`src/rtl/lc3b_mem_arbiter.sv`:
```
// Merges the instruction-fetch port (A) and the data port (B) onto one physical
// memory port: registered grant FSM, data-port priority, fetch starvation guard.
module lc3b_mem_arbiter #(
    parameter int unsigned STARVE_LIMIT = 4
) (
    input  logic        clk,
    input  logic        rst,
    input  logic        read_a,
    input  logic [15:0] address_a,
    output logic        resp_a,
    output logic [15:0] rdata_a,
    input  logic        read_b,
    input  logic        write_b,
    input  logic [1:0]  wmask_b,
    input  logic [15:0] address_b,
    input  logic [15:0] wdata_b,
    output logic        resp_b,
    output logic [15:0] rdata_b,
    output logic        pmem_read,
    output logic        pmem_write,
    output logic [1:0]  pmem_wmask,
    output logic [15:0] pmem_address,
    output logic [15:0] pmem_wdata,
    input  logic        pmem_resp,
    input  logic [15:0] pmem_rdata
);

    localparam logic [3:0] LP_STARVE_LIMIT = 4'(STARVE_LIMIT);

    typedef enum logic [1:0] {
        IDLE,
        SERVE_A,
        SERVE_B
    } state_t;

    state_t      r_state;
    state_t      w_state_next;
    logic [3:0]  r_starve_cnt;
    logic [3:0]  w_starve_inc;
    logic        r_pmem_read;
    logic        r_pmem_write;
    logic [1:0]  r_pmem_wmask;
    logic [15:0] r_pmem_address;
    logic [15:0] r_pmem_wdata;
    logic        w_req_a;
    logic        w_req_b;
    logic        w_grant_b;

    assign w_req_a = read_a;
    assign w_req_b = read_b | write_b;

    // B wins unless A is waiting and B has already taken STARVE_LIMIT grants in a row.
    assign w_grant_b    = w_req_b && (!w_req_a || (r_starve_cnt < LP_STARVE_LIMIT));
    assign w_starve_inc = (r_starve_cnt == 4'hF) ? r_starve_cnt : r_starve_cnt + 4'd1;

    // NOTE: next-state defaults to the current state first, so no path leaves it unassigned and no latch is inferred.
    always_comb begin
        w_state_next = r_state;
        case (r_state)
            IDLE: begin
                if (w_grant_b) begin
                    w_state_next = SERVE_B;
                end else if (w_req_a) begin
                    w_state_next = SERVE_A;
                end
            end
            SERVE_A, SERVE_B: begin
                if (pmem_resp) begin
                    w_state_next = IDLE;
                end
            end
            default: w_state_next = IDLE;
        endcase
    end

    // NOTE: all state here uses non-blocking assignments so every flop samples pre-edge values.
    always_ff @(posedge clk) begin
        if (rst) begin
            r_state        <= IDLE;
            r_starve_cnt   <= 4'd0;
            r_pmem_read    <= 1'b0;
            r_pmem_write   <= 1'b0;
            r_pmem_wmask   <= 2'b00;
            r_pmem_address <= 16'h0000;
            r_pmem_wdata   <= 16'h0000;
        end else begin
            r_state <= w_state_next;
            case (r_state)
                IDLE: begin
                    if (w_state_next == SERVE_B) begin
                        // Read and write together resolve to a write.
                        r_pmem_read    <= ~write_b;
                        r_pmem_write   <= write_b;
                        r_pmem_wmask   <= wmask_b;
                        r_pmem_address <= address_b;
                        r_pmem_wdata   <= wdata_b;
                        r_starve_cnt   <= w_req_a ? w_starve_inc : 4'd0;
                    end else if (w_state_next == SERVE_A) begin
                        r_pmem_read    <= 1'b1;
                        r_pmem_write   <= 1'b0;
                        r_pmem_wmask   <= 2'b11;
                        r_pmem_address <= address_a;
                        r_pmem_wdata   <= 16'h0000;
                        r_starve_cnt   <= 4'd0;
                    end
                end
                SERVE_A, SERVE_B: begin
                    if (pmem_resp) begin
                        r_pmem_read  <= 1'b0;
                        r_pmem_write <= 1'b0;
                    end
                end
                default: begin
                    r_pmem_read  <= 1'b0;
                    r_pmem_write <= 1'b0;
                end
            endcase
        end
    end

    assign pmem_read    = r_pmem_read;
    assign pmem_write   = r_pmem_write;
    assign pmem_wmask   = r_pmem_wmask;
    assign pmem_address = r_pmem_address;
    assign pmem_wdata   = r_pmem_wdata;

    // Responses reach only the granted client; a stray pmem_resp in IDLE goes nowhere.
    assign resp_a  = (r_state == SERVE_A) && pmem_resp;
    assign resp_b  = (r_state == SERVE_B) && pmem_resp;
    assign rdata_a = (r_state == SERVE_A) ? pmem_rdata : 16'h0000;
    assign rdata_b = (r_state == SERVE_B) ? pmem_rdata : 16'h0000;

endmodule

```
`config.mk`:
```
export PLATFORM = sky130hd
export DESIGN_NAME = lc3b_mem_arbiter
export DESIGN_NICKNAME = d
export VERILOG_FILES = /design/src/rtl/lc3b_mem_arbiter.sv
export SDC_FILE = /design/constraint.sdc
export NUM_CORES = 1
export LEC_CHECK = 0
export ABC_AREA = 1
export CAP_MARGIN = 25
export CORE_UTILIZATION = 39
export DETAILED_ROUTE_END_ITERATION = 10
export PLACE_DENSITY = 0.94
export SLEW_MARGIN = 20
export SYNTH_ARGS = -nofsm -noshare
export SYNTH_HDL_FRONTEND = slang
export SYNTH_SLANG_ARGS = --single-unit
```
`constraint.sdc`:
```
create_clock -name clk -period 3.5 [get_ports clk]
set_input_delay 1.05 -clock clk [delete_from_list [all_inputs] [get_ports clk]]
set_output_delay 1.05 -clock clk [all_outputs]
set_load 0.01 [all_outputs]
```
==> impl_metrics.yaml <==
yosys:
  ys_warn_count: 0
  synth.ff_latch_count: 42
  synth-seq-area-share_pct: 39.5
  synthDominantAreaCellType: "dfxtp_1"
  synth.lib_cells_used.distinct: 19
  synthTopCellsByArea: "dfxtp_1, nand2_1, a21oi_1"
  yosysTopAreaCellShare_pct: 39.5
  syn-cell-area_um2: 2130
  syn_area_per_cell_um2: 6.59
  synth_net_count: 402
  netlist_instances: 323
clock_network:
  cts_hold_buffers: 0
  clock_transition_at_path_regs_ns: 0.08
  cts_made_buffers: 5
  max-clock-path-buffers: 2
  ctsHtreeMaxLevel: 2
  clock_tree_from_tritoncts: "built"
  postCtsSetupRepairBufs: 0
  cts_repair_resizes: 0
  clock_latency_ns: 0.30
  cts_root_buf: "clkbuf_8"
  clock_sinks: 42
sta:
  fin_crit_sh_pct: 93.6
  slew_headroom_pct: 63.3
  fin_setup_tns_ns: 0
  worst_clock_skew_ns: 0.00724
  max_slew.worst_pin.slew_ns: 0.551
  timing.final.ws_setup_ns: 0.224
  hold_slack_ns: 0.465
  grt_setup_unrepaired: "false"
  pins_over_their_slew_limit: 0
  max_freq_ghz: 0.305
  period_minus_slack_ns: 3.28
  hold_viol_final: 0
  setup-violations-final: 0
setup_path:
  rr_worst_depth: 12
  timing.critical_path.mode_cell: "clkdlybuf4s50_1"
  worst_path_max_delay_cell: "clkdlybuf4s50_1"
  timing.critical_path.arrival_ns: 2.23
  critPathKind: "in2out"
  critical-path-max-stage-delay_ns: 0.54
  critPathTopFamily: "buffers and inverters"
  regToRegSetupSlack_ns: 0.91
  worst_setup_path_end_kind: "output port"
  crit-reg2reg-launch: "r_state[0]$_SDFF_PP0_"
  critical_path.cell_chain: "clkdlybuf4s50_1, nand2_1, inv_1, clkdlybuf4s50_1"
  worstPathRequired_ns: 2.45
  timing.rr.end: "pmem_wmask[1]$_SDFFE_PP0P_"
  cp_max_fo: 2
  critPathBufInv: 3
  critical_path.startpoint_type: "input port"
routing:
  final_antenna_net_count: 0
  drc: 0
  drt-total-wl_mm: 6.52
  drt-pass1-iter-count: 4
  vias_per_cell: 4.88
  wire_per_inst_um: 12.3
  route.vias.total: 2583
  1st_iter_drt_viols: 154
run:
  drv.max_cap_violation_count: 0
power_and_ir_drop:
  power.sequential.fraction_pct: 38.7
  total_power_mw: 1.48
  vdd_ir_drop_max_mv: 0.304
  power.density_nw_per_um2: 402
  power.combinational.fraction_pct: 38.8
  power.share.switching_pct: 32.8
  clock_power_share_pct: 22.6
  cellLeakagePower_nw: 1.68
  power.switching_mw: 0.487
  internal_power_of_the_cells_mw: 0.997
finish:
  final_core_utilization_pct: 71.4
  multi_input_comb_area_um2: 1010
  area_growth_syn_to_layout_pct: 73.4
  layout-drive-gt1-share_pct: 3.70
  fillCellCount: 386
  finish.net_count: 537
  antenna_cells_inserted: 0
  area.sequential_um2: 841
  post_layout_nonfiller_instances: 529
  post_layout_instance_area_um2: 3690
floorplan:
  ios: 142
  dieArea_um2: 5760
  core_outline_area_um2: 5170
  die-height_um: 75.9
  die-width_um: 75.9
  number_of_core_rows: 26
  floorplan.initialDensity_pct: 41.1
min_path:
  worstHoldPathCells: 2
  timing.hold.worst.class: "reg2reg"
  hold_path_end: "pmem_wdata[13]$_SDFFE_PP0P_"
  worstHoldStart: "pmem_wdata[13]$_SDFFE_PP0P_"
grt:
  number_of_global_route_vias_before_repair: 2201
  grt.overflow.total: 0
  grt.total_usage_pct: 21.6
  grt_max_degree: 34
  antenna_violations_before_repair: 0
  grt_first_pass_wirelength_mm: 9.33
placement:
  worst_setup_slack_before_clock_tree_synthesis_ns: 0.109
  placedCellCount: 521
  port_buffer_count: 141
  dpl.hpwl_mm: 4.96
  place_area_um2: 3600
  finalWeightedCongestion: 0.833
run_status:
  run_status: "complete, no violations"
layer usage:
layer  wire, µm  GRT usage [%]  vias up
met5          0              0        -
met4         79           5.76        0
met3        832           9.26        8
met2       3220           40.5      147
met1       2380           21.7     1137
li1           -              -     1291
synth_stat cells:
| master | number |
|---|---|
| o21ai_0 | 21 |
| clkbuf_1 | 8 |
| o21ai_1 | 3 |
| nor2_1 | 8 |
| buf_2 | 8 |
| nand3_1 | 22 |
| nand4_1 | 2 |
| a21oi_1 | 55 |
| dfxtp_1 | 42 |
| nand2_1 | 92 |
| inv_1 | 46 |
| clkinv_1 | 1 |
| inv_2 | 2 |
| nor2_2 | 1 |
| nor2_8 | 1 |
| ha_1 | 7 |
| o211ai_1 | 1 |
| buf_1 | 1 |
| buf_4 | 2 |
layout make-up:
| cell class | count | area share, % |
|---|---|---|
| repair buffers | 147 | 39.8 |
| well taps | 70 | 2.37 |
| clock inverters | 1 | 0.237 |
| multi-input cells | 213 | 27.5 |
| flip-flops and latches | 42 | 22.8 |
| inverters | 49 | 4.98 |
| clock buffers | 7 | 2.34 |
power by group through the flow:
stage / Combinational (mW) / Clock (mW) / Sequential [mW]
after floorplan: 0.248 / 0 / 0.608
final: 0.575 / 0.335 / 0.574
after CTS: 0.577 / 0.341 / 0.574
after global placement: 0.564 / 0 / 0.581
after global routing: 0.634 / 0.360 / 0.582
after detailed placement: 0.575 / 0 / 0.583
state kept, by name, summed over array words and instances, names as in the netlist:
signal        count
pmem_address     16
pmem_read         1
r_starve_cnt      4
pmem_wdata       16
r_state           2
pmem_write        1
pmem_wmask        2
logic make-up after synthesis:
logic type      share of synthesized area (%)
flops                                    39.5
simple gates                             24.6
compound gates                           18.9
buf+inv                                  12.8
fa+ha+maj                                4.12
how the worst max path moves through the flow:
stage | startpoint | endpoint | slack [ns] | cells past startpoint
finish | pmem_rdata[10] | rdata_a[10] | 0.22 | 4
global route | read_a | pmem_wmask[1]$_SDFFE_PP0P_ | 0.07 | 10
CTS | pmem_rdata[9] | rdata_a[9] | 0.22 | 4
detailed placement | read_a | pmem_wmask[1]$_SDFFE_PP0P_ | 0.11 | 10
global placement | pmem_resp | pmem_wmask[1]$_SDFFE_PP0P_ | 0.23 | 12
floorplan | pmem_resp | pmem_address[2]$_SDFFE_PP0P_ | 1.01 | 12
worst register-to-register path, stage by stage (launching register included):
cell	delay, ns
dfxtp_1	0.36
inv_1	0.09
ha_1	0.26
inv_2	0.11
o21ai_0	0.16
nand2_1	0.07
nand2_1	0.06
nand2_1	0.08
inv_1	0.07
ha_1	0.31
clkinv_1	0.49
o21ai_0	0.33
a21oi_1	0.09
layout by cell type (no fill, tap or decap), types with 3 or more instances in the layout:
cell type        count
o21ai_0             21
ha_1                 7
clkbuf_8             6
dfxtp_1             42
clkdlybuf4s50_1    141
buf_4                5
a21oi_1             55
o21ai_1              3
nor2_1               8
nand3_1             22
inv_1               46
nand2_1             92
(Power assumes the default switching activity.)
